### src/rtl/kavach_adc_sequencer.sv
// Shares one SAR ADC between the VDD and IDD sense channels. Each pair is published
// as a coherent V/I pair at a programmable rate, and conversion timeouts are flagged.
module kavach_adc_sequencer #(
    parameter int ADC_WIDTH     = 12,
    parameter int PERIOD_WIDTH  = 16,
    parameter int SETTLE_CYCLES = 4,
    parameter int CONV_TIMEOUT  = 64
) (
    input  logic                    clk,
    input  logic                    rst,
    input  logic                    enable,
    input  logic [PERIOD_WIDTH-1:0] period_cfg,
    input  logic                    err_clr,
    output logic                    adc_chan,
    output logic                    adc_start,
    input  logic                    adc_done,
    input  logic [ADC_WIDTH-1:0]    adc_data,
    output logic [ADC_WIDTH-1:0]    vdd_sample,
    output logic [ADC_WIDTH-1:0]    idd_sample,
    output logic                    sample_valid,
    output logic                    busy,
    output logic                    timeout_err,
    output logic [15:0]             sample_count
);

    localparam int CNT_MAX = (SETTLE_CYCLES > CONV_TIMEOUT) ? SETTLE_CYCLES : CONV_TIMEOUT;
    localparam int CNT_W   = $clog2(CNT_MAX + 1);
    localparam logic [CNT_W-1:0] SETTLE_LAST = CNT_W'(SETTLE_CYCLES - 1);
    localparam logic [CNT_W-1:0] TMO_LAST    = CNT_W'(CONV_TIMEOUT - 1);

    typedef enum logic [2:0] {
        IDLE,
        SETTLE_V,
        CONV_V,
        SETTLE_I,
        CONV_I,
        PUBLISH,
        WAIT
    } state_t;

    state_t                  state;
    state_t                  state_nxt;
    logic [CNT_W-1:0]        cyc_cnt;
    logic [PERIOD_WIDTH-1:0] period_cnt;
    logic [ADC_WIDTH-1:0]    vdd_hold;
    logic                    in_conv;
    logic                    in_settle;
    logic                    done_ok;
    logic                    conv_tmo;
    logic                    settle_end;
    logic                    seq_start;

    assign in_conv    = (state == CONV_V) || (state == CONV_I);
    assign in_settle  = (state == SETTLE_V) || (state == SETTLE_I);
    // cyc_cnt==0 is the adc_start cycle; a done seen there cannot belong to this conversion
    assign done_ok    = in_conv && adc_done && (cyc_cnt != '0);
    assign conv_tmo   = in_conv && !done_ok && (cyc_cnt == TMO_LAST);
    assign settle_end = in_settle && (cyc_cnt == SETTLE_LAST);
    assign seq_start  = (state_nxt == SETTLE_V) && (state != SETTLE_V);

    always_comb begin
        state_nxt    = state;
        adc_chan     = 1'b0;
        adc_start    = 1'b0;
        sample_valid = 1'b0;
        busy         = (state != IDLE);
        case (state)
            IDLE: begin
                if (enable) state_nxt = SETTLE_V;
            end
            SETTLE_V: begin
                if (settle_end) state_nxt = CONV_V;
            end
            CONV_V: begin
                adc_start = (cyc_cnt == '0);
                if (done_ok)       state_nxt = SETTLE_I;
                else if (conv_tmo) state_nxt = WAIT;
            end
            SETTLE_I: begin
                adc_chan = 1'b1;
                if (settle_end) state_nxt = CONV_I;
            end
            CONV_I: begin
                adc_chan  = 1'b1;
                adc_start = (cyc_cnt == '0);
                if (done_ok)       state_nxt = PUBLISH;
                else if (conv_tmo) state_nxt = WAIT;
            end
            PUBLISH: begin
                sample_valid = 1'b1;
                state_nxt    = WAIT;
            end
            WAIT: begin
                if (period_cnt == '0) state_nxt = enable ? SETTLE_V : IDLE;
            end
            default: state_nxt = IDLE;
        endcase
    end

    always_ff @(posedge clk) begin
        if (rst) begin
            state        <= IDLE;
            cyc_cnt      <= '0;
            period_cnt   <= '0;
            vdd_hold     <= '0;
            vdd_sample   <= '0;
            idd_sample   <= '0;
            timeout_err  <= 1'b0;
            sample_count <= '0;
        end else begin
            state <= state_nxt;

            if (state_nxt != state)        cyc_cnt <= '0;
            else if (in_conv || in_settle) cyc_cnt <= cyc_cnt + 1'b1;

            // the spacing of a pair starts at its SETTLE_V entry, so the load happens there
            if (seq_start)
                period_cnt <= (period_cfg == '0) ? '0 : period_cfg - 1'b1;
            else if (period_cnt != '0)
                period_cnt <= period_cnt - 1'b1;

            if ((state == CONV_V) && done_ok)
                vdd_hold <= adc_data;

            // both outputs move together on the way into PUBLISH, so no half pair is exposed
            if ((state == CONV_I) && done_ok) begin
                vdd_sample   <= vdd_hold;
                idd_sample   <= adc_data;
                sample_count <= sample_count + 16'd1;
            end

            if (conv_tmo)     timeout_err <= 1'b1;
            else if (err_clr) timeout_err <= 1'b0;
        end
    end

endmodule

### config.mk
export PLATFORM = sky130hd
export DESIGN_NAME = kavach_adc_sequencer
export DESIGN_NICKNAME = d
export VERILOG_FILES = /design/src/rtl/kavach_adc_sequencer.sv
export SDC_FILE = /design/constraint.sdc
export NUM_CORES = 1
export LEC_CHECK = 0
export CORE_AREA = 2 2 91 93
export CTS_CLUSTER_SIZE = 14
export DETAILED_ROUTE_END_ITERATION = 6
export DIE_AREA = 0 0 93 95
export GPL_TIMING_DRIVEN = 0
export MAX_ROUTING_LAYER = met4
export PLACE_DENSITY = 0.84
export REMOVE_ABC_BUFFERS = 1
export SLEW_MARGIN = 10
export SYNTH_ARGS = -nofsm -noshare
export SYNTH_HDL_FRONTEND = slang
export SYNTH_SLANG_ARGS = --single-unit
export TNS_END_PERCENT = 20
### constraint.sdc
create_clock -name clk -period 2.2 [get_ports clk]
set_input_delay 0.44 -clock clk [delete_from_list [all_inputs] [get_ports clk]]
set_output_delay 0.44 -clock clk [all_outputs]
set_load 0.02 [all_outputs]
==> flow_metrics.py, run 1 <==
metrics = {
    "placed_design": {
        "gp_congestion": 0.876,
        "dp.final_hpwl_microns": 6450,
        "placed_cell_area_sq_um": 4800,
        "port_buffers": 77,
    },
    "critical_path": {
        "crit_type": "register to register",
        "cp-end-kind": "register",
        "required_ns": 2.46,
        "start_kind": "register",
        "critPathMaxFanout": 7,
        "crit_arrival_ns": 2.46,
        "reg2regPathDepth": 8,
    },
    "drt": {
        "drt_first_pass_iters": 5,
        "antenna_left": 0,
        "met3_length_microns": 481,
        "wl_met1_microns": 4350,
        "num_vias": 3762,
        "top_layer_used": "met4",
        "drtIter0Drc": 277,
        "routed_wl_microns": 9920,
        "drc": 0,
        "drt-vias-per-instance": 5.55,
        "routedWlPerCell_microns": 14.6,
        "wl_met2_microns": 4920,
    },
    "sta": {
        "rsz0062_at_grt": "yes",
        "slew_viol_final": 0,
        "fmax_mhz": 456,
        "skew_ns": 0.00419,
        "hold_viol": 0,
        "period_needed_ns": 2.19,
        "setup_tns_ns": 0,
        "worst-slew-pin-transition_ns": 0.838,
        "finalCritPeriodShare_pct": 99.8,
        "finalSetupViolations": 0,
        "relSlewSlack_pct": 43.8,
    },
    "power_and_ir_drop": {
        "power_density_nw_per_um2": 856,
        "p_leak_uw": 0.00179,
        "vdd_drop_max_uv": 496,
    },
    "yosys": {
        "async_flop_share_pct": 0,
        "synth_area_leaders": "dfxtp_1 (40%), nand2_1 (9.3%), a21oi_1 (6.6%), xnor2_1 (5.5%), xor2_1 (4.4%)",
        "yosysWarnings": 0,
        "yosys.area.top_type_share_pct": 39.8,
        "netlist_area_sq_um": 3970,
        "yosys.area.top_type": "dfxtp_1",
        "yosys_register_bits": 79,
        "avgSynthCellArea_sq_um": 8.06,
        "synth_cell_types": 49,
        "syn_inst": 493,
        "yosysSeqAreaShare_pct": 39.8,
        "synth-main-ff-cell": "dfxtp_1",
        "synth_edf_count": 0,
    },
    "floorplanning": {
        "start_util_pct": 50.1,
        "dieHeight_microns": 95,
        "die_x_microns": 93,
        "ioPinCount": 78,
        "placementRows": 33,
        "core_sq_um": 7930,
        "die-area_sq_um": 8840,
    },
    "cells_and_area": {
        "drive_gt1_share_pct": 11.2,
        "layout_commonest_cell": "nand2_1",
        "design_area_sq_um": 5260,
        "antennaDiodeCount": 0,
        "fill_cells": 664,
        "layout_common_cells": "nand2_1 (98), dfxtp_1 (74), clkdlybuf4s50_1 (73)",
        "areaGrowthSynthToFinish_pct": 32.4,
        "nets": 606,
    },
    "job": {
        "cap_violations": 0,
    },
    "clock_tree": {
        "cts_sinks": 79,
        "cts_tree": "done",
        "cts_buffer_depth": 2,
        "clk_pin_slew_ns": 0.08,
        "hold_buffers": 0,
        "root_buffer": "clkbuf_8",
        "htree_levels": 3,
        "cts_made_buffers": 9,
        "clk_latency_ns": 0.34,
    },
    "worst_hold_path": {
        "holdPathStages": 2,
        "hold_path.class": "register to register",
    },
    "grt": {
        "grt_pass1_wl_microns": 15600,
        "grt-ovfl-total": 0,
        "antenna_found_initial": 0,
        "first_global_vias": 3377,
        "grt_max_degree": 45,
        "grt_use_total_pct": 22.3,
    },
    "run_status": {
        "status": "complete, no violations",
    },
}
cell usage after synthesis (all sizes together), types with 3 or more instances:
cell type	n
dfxtp	79
nand2	98
nand3	7
o32ai	3
and2	7
or3	8
nor2	29
nor4	18
or4	7
o21ai	10
a21oi	52
nand2b	5
and3	3
inv	12
nand4	13
clkbuf	18
and4	4
nor2b	4
buf	7
nor3b	4
xnor2	25
xor2	20
o21a	4
mux2i	3
ha	5
nor3	27
layer usage:
metal / vias to the layer above / GRT usage [%]
li1: 1867 / -
met1: 1759 / 27.5
met2: 114 / 37.1
met3: 22 / 5.11
met4: 0 / 6.00
met5: - / -
repair_timing:
action                     4_1_cts  5_1_grt
resized for setup               24       18
cloned                           0        1
buffers inserted                 3        5
pin swaps                        3        5
setup endpoints to repair       78       32
final timing paths:
| kind | startpoint | end | slack [ns] |
|---|---|---|---|
| max reg2reg | cyc_cnt[5]$_SDFFE_PP0P_ | cyc_cnt[0]$_SDFFE_PP0P_ | 0.005 |
| max | cyc_cnt[5]$_SDFFE_PP0P_ | cyc_cnt[0]$_SDFFE_PP0P_ | 0.005 |
| min reg2reg | vdd_hold[10]$_SDFFE_PP0P_ | vdd_sample[10]$_SDFFE_PP0P_ | 0.45 |
| min | vdd_hold[10]$_SDFFE_PP0P_ | vdd_sample[10]$_SDFFE_PP0P_ | 0.45 |
logic make-up (layout without fill, tap and decap cells):
family	after synthesis	after routing	share of synthesized area (%)
simple gates	241	242	31.4
compound gates	82	82	12.4
flops	79	79	39.8
xor+xnor	45	45	9.92
buf+inv	37	116	3.87
fa+ha+maj	5	5	1.57
mux	4	4	1.04
area by class of cell:
| type | instances | area, sq um | share of cell area, % |
|---|---|---|---|
| Clock buffer | 11 | 151 | 2.88 |
| Clock inverter | 5 | 80.1 | 1.52 |
| Inverter | 12 | 45.0 | 0.857 |
| Multi-Input combinational cell | 378 | 2390 | 45.5 |
| Sequential cell | 79 | 1590 | 30.3 |
| Tap cell | 105 | 131 | 2.50 |
| Timing Repair Buffer | 88 | 865 | 16.4 |
critical path: stages (launching register included):
cell and delay [ns]:
dfxtp_2 0.34, or4_4 0.57, buf_4 0.17, o21ai_4 0.22
buf_6 0.14, nor3_1 0.05, o31a_1 0.29, buf_4 0.17
nor3_1 0.17
registers in the layout, indices dropped and copies added (netlist names):
register	count
cyc_cnt	7
idd_sample	12
period_cnt	16
sample_count	16
state	3
timeout_err	1
vdd_hold	12
vdd_sample	12
power breakdown:
group          switching [uW]  internal, uW
Clock                     515           699
Combinational             760           756
Sequential                218          1560
metrics by stage:
step / setup slack (ns) / hold WS (ns) / power [uW] / cells / util, %
detailed placement: -1.14 / 0.444 / 3150 / 653 / 60.6
CTS: -0.0124 / 0.451 / 4390 / 672 / 64.7
finish: 0.00534 / 0.450 / 4500 / 678 / 66.3
floorplan: -0.0333 / 0.426 / 2820 / 468 / -
global placement: -1.83 / 0.436 / 3090 / 650 / 60.1
global route: -0.0743 / 0.475 / 4750 / 678 / 66.3
(Power assumes the default switching activity.)
==> run 2, diff against run 1 <==
--- a/config.mk
+++ b/config.mk
@@ -13,6 +13,7 @@
 export MAX_ROUTING_LAYER = met4
 export PLACE_DENSITY = 0.84
 export REMOVE_ABC_BUFFERS = 1
+export SETUP_SLACK_MARGIN = 0.4
 export SLEW_MARGIN = 10
 export SYNTH_ARGS = -nofsm -noshare
 export SYNTH_HDL_FRONTEND = slang
==> run 2 against run 1 <==
  * Combinational power grew 33%
  * Critical path depth grew 1
  * Register-to-register slack improved by 0.08 ns
  * Clock power hardly changed
  * Power grew 12%
  * Clock-buffer cell count is the same
  * Critical path type unchanged
  * Highest routed layer unchanged
==> flow_metrics.py, run 2 (same netlist as run 1, synthesis figures left out) <==
metrics = {
    "sta": {
        "finalCritPeriodShare_pct": 96.0,
        "setup_tns_ns": 0,
        "fmax_mhz": 473,
        "setup_slack_ns": 0.0875,
        "worst-slew-pin-transition_ns": 0.634,
        "finalSetupViolations": 0,
        "slew_viol_final": 0,
        "rsz0062_at_grt": "yes",
        "relSlewSlack_pct": 57.7,
        "period_needed_ns": 2.11,
        "hold_viol": 0,
        "skew_ns": 0.00867,
    },
    "critical_path": {
        "crit_path_max_incr_delay_ns": 0.46,
        "critPathMaxFanout": 11,
        "cp-end-kind": "register",
        "path_cells": "inv_1 > ha_1 > nand2b_1 > o21ai_4 > buf_6 > buf_4 > nor4_1 > xnor2_1 > nor2_1",
        "start_kind": "register",
        "crit_arrival_ns": 2.35,
        "crit_type": "register to register",
        "required_ns": 2.44,
        "slowest_stage": "nor4_1",
    },
    "clock_tree": {
        "root_buffer": "clkbuf_8",
        "cts_buffer_depth": 2,
        "cts_tree": "done",
        "cts_sinks": 79,
        "htree_levels": 3,
        "hold_buffers": 0,
        "clk_latency_ns": 0.35,
        "cts_made_buffers": 9,
        "clk_pin_slew_ns": 0.09,
    },
    "cells_and_area": {
        "areaGrowthSynthToFinish_pct": 48.1,
        "layout_commonest_cell": "nand2_1",
        "layout_common_cells": "nand2_1 (86), dfxtp_1 (69), clkdlybuf4s50_1 (64)",
        "nets": 647,
        "antennaDiodeCount": 0,
        "reg_top3": "period_cnt (16), sample_count (16)",
        "drive_gt1_share_pct": 25.9,
    },
    "drt": {
        "routedWlPerCell_microns": 17.1,
        "drt_first_pass_iters": 5,
        "routed_wl_microns": 12300,
        "drtIter0Drc": 426,
        "drc": 0,
        "num_vias": 4177,
        "antenna_left": 0,
        "drt-vias-per-instance": 5.81,
    },
    "placed_design": {
        "port_buffers": 77,
        "preCtsSetupSlack_ns": -1.14,
        "dp.final_hpwl_microns": 6450,
        "gp_congestion": 0.876,
    },
    "floorplanning": {
        "ioPinCount": 78,
        "die-area_sq_um": 8840,
        "start_util_pct": 50.1,
        "die_x_microns": 93,
        "placementRows": 33,
        "core_sq_um": 7930,
        "dieHeight_microns": 95,
    },
    "run_status": {
        "status": "complete, no violations",
    },
    "power_and_ir_drop": {
        "power_density_nw_per_um2": 859,
        "vdd_drop_max_uv": 552,
        "p_leak_uw": 0.00212,
        "total_power_uw": 5050,
    },
    "grt": {
        "first_global_vias": 3766,
        "grt_pass1_wl_microns": 17900,
        "antenna_found_initial": 0,
        "grt-ovfl-total": 0,
        "grt_max_degree": 45,
        "grt_use_total_pct": 25.9,
    },
    "job": {
        "cap_violations": 0,
    },
    "worst_hold_path": {
        "hold_path.class": "register to register",
    },
}
-- run 2: changes by cell type in the layout (fill, tap and decap cells not counted), sizes merged --
| cell | delta |
|---|---|
| dlymetal6s2s | -1 |
| clkdlybuf4s50 | -9 |
| and2 | +1 |
| buf | +41 |
| dlygate4sd2 | +9 |
-- run 2: metal layers --
layer / part of all wire [%] / vias up / routed length, microns / GRT usage (%)
li1: - / 1956 / - / -
met1: 40 / 1998 / 4970 / 31.3
met2: 51 / 178 / 6280 / 43.2
met3: 6.1 / 45 / 746 / 5.83
met4: 2.7 / 0 / 333 / 8.21
met5: 0 / - / 0 / -
-- run 2: repair_timing --
item | 4_1_cts | 5_1_grt
gates resized for setup | 90 | 54
setup buffers | 35 | 13
cloned | 2 | 0
endpoints found under the setup margin | 94 | 98
pin swaps | 26 | 20
-- run 2: power by group --
| group | total [uW] | internal (uW) | leakage, uW | switching [uW] |
|---|---|---|---|---|
| registers | 1790 | 1570 | 0.000645 | 222 |
| clock network | 1240 | 699 | 0.000112 | 543 |
| logic | 2020 | 1050 | 0.00136 | 971 |
| total | 5050 | 3310 | 0.00212 | 1740 |
-- run 2: worst paths after layout --
path | startpoint | endpoint | slack, ns | depth (start not counted)
setup / recovery | cyc_cnt[0]$_SDFFE_PP0P_ | sample_count[14]$_SDFFE_PP0P_ | 0.09 | 9
hold reg to reg | vdd_hold[7]$_SDFFE_PP0P_ | vdd_sample[7]$_SDFFE_PP0P_ | 0.45 | 2
setup reg to reg | cyc_cnt[0]$_SDFFE_PP0P_ | sample_count[14]$_SDFFE_PP0P_ | 0.09 | 9
hold / removal | vdd_hold[7]$_SDFFE_PP0P_ | vdd_sample[7]$_SDFFE_PP0P_ | 0.45 | 2
-- run 2: area by class of cell --
| type | count | area, sq um |
|---|---|---|
| Sequential cell | 79 | 1610 |
| Clock buffer | 11 | 151 |
| Multi-Input combinational cell | 379 | 2660 |
| Timing Repair Buffer | 128 | 1200 |
| Tap cell | 105 | 131 |
| Clock inverter | 5 | 80.1 |
| Inverter | 12 | 50.0 |
| Fill cell | 509 | 2050 |
-- run 2: worst max-delay path, delay by kind of cell (launching register included) --
family          cells  cell delay [ns]
simple gates        3             0.76
xor+xnor            1             0.17
compound gates      1             0.11
fa+ha+maj           1             0.19
flops               1             0.39
buf+inv             3             0.37
-- run 2: metrics by stage --
| stage | area, sq um | util, % | hold WS [ns] | instances |
|---|---|---|---|---|
| after detailed placement | 4800 | 60.6 | 0.444 | 653 |
| after global placement | 4770 | 60.1 | 0.436 | 650 |
| after floorplan | 3860 | - | 0.426 | 468 |
| after CTS | 5550 | 70.0 | 0.451 | 706 |
| after global routing | 5880 | 74.2 | 0.475 | 719 |
| final | 5880 | 74.2 | 0.453 | 719 |
==> run 3, diff against run 2 <==
--- a/config.mk
+++ b/config.mk
@@ -14,7 +14,6 @@
 export PLACE_DENSITY = 0.84
 export REMOVE_ABC_BUFFERS = 1
 export SETUP_SLACK_MARGIN = 0.4
-export SLEW_MARGIN = 10
 export SYNTH_ARGS = -nofsm -noshare
 export SYNTH_HDL_FRONTEND = slang
 export SYNTH_SLANG_ARGS = --single-unit
==> run 3 against run 2 <==
  * Critical path depth is 2 lower
  * Hold slack worse by 0.00053 ns
  * Core utilization is 0.62 points higher
  * Fmax is 0.99% higher
  * Final area is 0.83% higher
  * Die area stayed put
  * Combinational power is 5% higher
  * Critical path type unchanged
  * Largest cell class unchanged
  * Highest routed layer unchanged
==> flow_metrics.py, run 3 (same netlist as run 1, synthesis figures left out) <==
metrics = {
    "power_and_ir_drop": {
        "total_power_uw": 5210,
        "clock_power_share_pct": 24.6,
        "power.switching_uw": 1810,
        "p_leak_uw": 0.00212,
        "combPwrFrac_pct": 40.9,
        "p_seq_share_pct": 34.6,
        "internal_power_uw": 3390,
        "vdd_drop_max_uv": 479,
        "power_density_nw_per_um2": 878,
        "p_sw_share_pct": 34.8,
    },
    "clock_tree": {
        "cts_sinks": 79,
        "hold_buffers": 0,
        "cts_buffer_depth": 2,
        "cts_made_buffers": 9,
        "root_buffer": "clkbuf_8",
        "cts_tree": "done",
        "clk_pin_slew_ns": 0.09,
        "clk_latency_ns": 0.35,
        "htree_levels": 3,
    },
    "worst_hold_path": {
        "holdPathStages": 2,
        "hold_path.class": "register to register",
        "hold_end": "vdd_sample[10]$_SDFFE_PP0P_",
        "hp-start": "vdd_hold[10]$_SDFFE_PP0P_",
    },
    "critical_path": {
        "critPathMaxFanout": 7,
        "timing.rr.end": "cyc_cnt[5]$_SDFFE_PP0P_",
        "start_kind": "register",
        "required_ns": 2.43,
        "reg2reg_slack_ns": 0.11,
        "r2r_start": "cyc_cnt[3]$_SDFFE_PP0P_",
        "crit_type": "register to register",
        "crit_arrival_ns": 2.33,
        "cp-end-kind": "register",
        "reg2regPathDepth": 7,
    },
    "sta": {
        "whs_ns": 0.452,
        "skew_ns": 0.0104,
        "slew_viol_final": 0,
        "setup_tns_ns": 0,
        "period_needed_ns": 2.09,
        "relSlewSlack_pct": 59.7,
        "rsz0062_at_grt": "yes",
        "hold_viol": 0,
        "finalSetupViolations": 0,
        "worst-slew-pin-transition_ns": 0.604,
        "finalCritPeriodShare_pct": 95.1,
        "fmax_mhz": 478,
    },
    "drt": {
        "antenna_left": 0,
        "drtIter0Drc": 356,
        "drt_first_pass_iters": 6,
        "num_vias": 4265,
        "drt-vias-per-instance": 5.97,
        "routed_wl_microns": 12900,
        "routedWlPerCell_microns": 18.1,
        "drc": 0,
    },
    "placed_design": {
        "gp_congestion": 0.876,
        "dp.final_hpwl_microns": 6500,
        "port_buffers": 77,
    },
    "run_status": {
        "status": "complete, no violations",
    },
    "grt": {
        "grt_max_degree": 45,
        "grt-ovfl-total": 0,
        "grt_pass1_wl_microns": 19400,
        "gr-max-usage-layer": "met2",
        "grtUsageMet3_pct": 5.83,
        "antenna_found_initial": 0,
        "met2_usage_pct": 47.4,
        "grt_use_total_pct": 28.1,
        "first_global_vias": 4010,
        "grtUsageMet1_pct": 32.6,
    },
    "floorplanning": {
        "dieHeight_microns": 95,
        "core_sq_um": 7930,
        "start_util_pct": 50.1,
        "placementRows": 33,
        "die-area_sq_um": 8840,
        "ioPinCount": 78,
        "die_x_microns": 93,
    },
    "cells_and_area": {
        "layout_common_cells": "nand2_1 (85), dfxtp_1 (70), clkdlybuf4s50_1 (62)",
        "nets": 643,
        "drive_gt1_share_pct": 25.8,
        "layout_commonest_cell": "nand2_1",
        "antennaDiodeCount": 0,
        "areaGrowthSynthToFinish_pct": 49.3,
        "reg_top3": "period_cnt (16), sample_count (16)",
    },
    "job": {
        "cap_violations": 0,
    },
}
[run 3: changes by cell type in the layout (fill, tap and decap cells not counted), sizes merged]
cell,delta
dlygate4sd2,-1
o21ai,+1
clkbuf,-1
buf,-7
clkdlybuf4s50,-2
or3,+1
bufinv,+1
clkdlybuf4s15,+3
[run 3: repair_timing]
item	4_1_cts	5_1_grt
pin swaps	35	21
setup endpoints to repair	96	98
gates resized for setup	106	47
cloned	3	2
buffers inserted	35	6
[run 3: per-stage QoR]
stage | instance area [sq um] | setup WS (ns) | std cells | util (%)
4_1_cts | 5650 | 0.175 | 706 | 71.2
5_1_grt | 5930 | 0.0529 | 714 | 74.8
3_5_place_dp | 4800 | -1.16 | 653 | 60.6
6_report | 5930 | 0.108 | 714 | 74.8
2_1_floorplan | 3860 | -0.0333 | 468 | -
3_3_place_gp | 4770 | -1.83 | 650 | 60.1
[run 3: cell type report]
cell class	instances	area, sq um
Sequential cell	79	1610
Multi-Input combinational cell	381	2720
Clock inverter	6	110
Inverter	12	50.0
Timing Repair Buffer	122	1180
Tap cell	105	131
Fill cell	514	2000
Clock buffer	9	124
[run 3: worst max path at each step]
| stage | slack (ns) | cells after the start | start | end |
|---|---|---|---|---|
| 4_1_cts | 0.18 | 3 | cyc_cnt[3]$_SDFFE_PP0P_ | adc_start |
| 2_1_floorplan | -0.03 | 4 | cyc_cnt[2]$_SDFFE_PP0P_ | idd_sample[0]$_SDFFE_PP0P_ |
| 3_5_place_dp | -1.16 | 6 | period_cfg[4] | period_cnt[2]$_SDFFE_PP0P_ |
| 3_3_place_gp | -1.83 | 5 | rst | cyc_cnt[6]$_SDFFE_PP0P_ |
| 5_1_grt | 0.05 | 7 | cyc_cnt[3]$_SDFFE_PP0P_ | state[2]$_SDFF_PP0_ |
| 6_report | 0.11 | 7 | cyc_cnt[3]$_SDFFE_PP0P_ | cyc_cnt[5]$_SDFFE_PP0P_ |
[run 3: power by group through the flow]
stage | combinational, uW | sequential [uW] | clock (uW)
finish | 2130 | 1800 | 1280
global route | 2230 | 1820 | 1350
CTS | 1960 | 1780 | 1280
detailed placement | 1360 | 1790 | 0
global placement | 1300 | 1780 | 0
floorplan | 1070 | 1750 | 0
[run 3: worst max-delay path, cell delays in order, from the launching register on]
cell and delay (ns):
dfxtp_4 0.35, or4_4 0.57, buf_6 0.15, o21ai_4 0.22
and4_4 0.29, a2bb2oi_4 0.18, buf_12 0.15, nor3_2 0.05
[run 3: metal layers]
layer / vias to the layer above / wire [microns]
li1: 1962 / -
met1: 2008 / 5120
met2: 231 / 6480
met3: 64 / 813
met4: 0 / 518
met5: - / 0
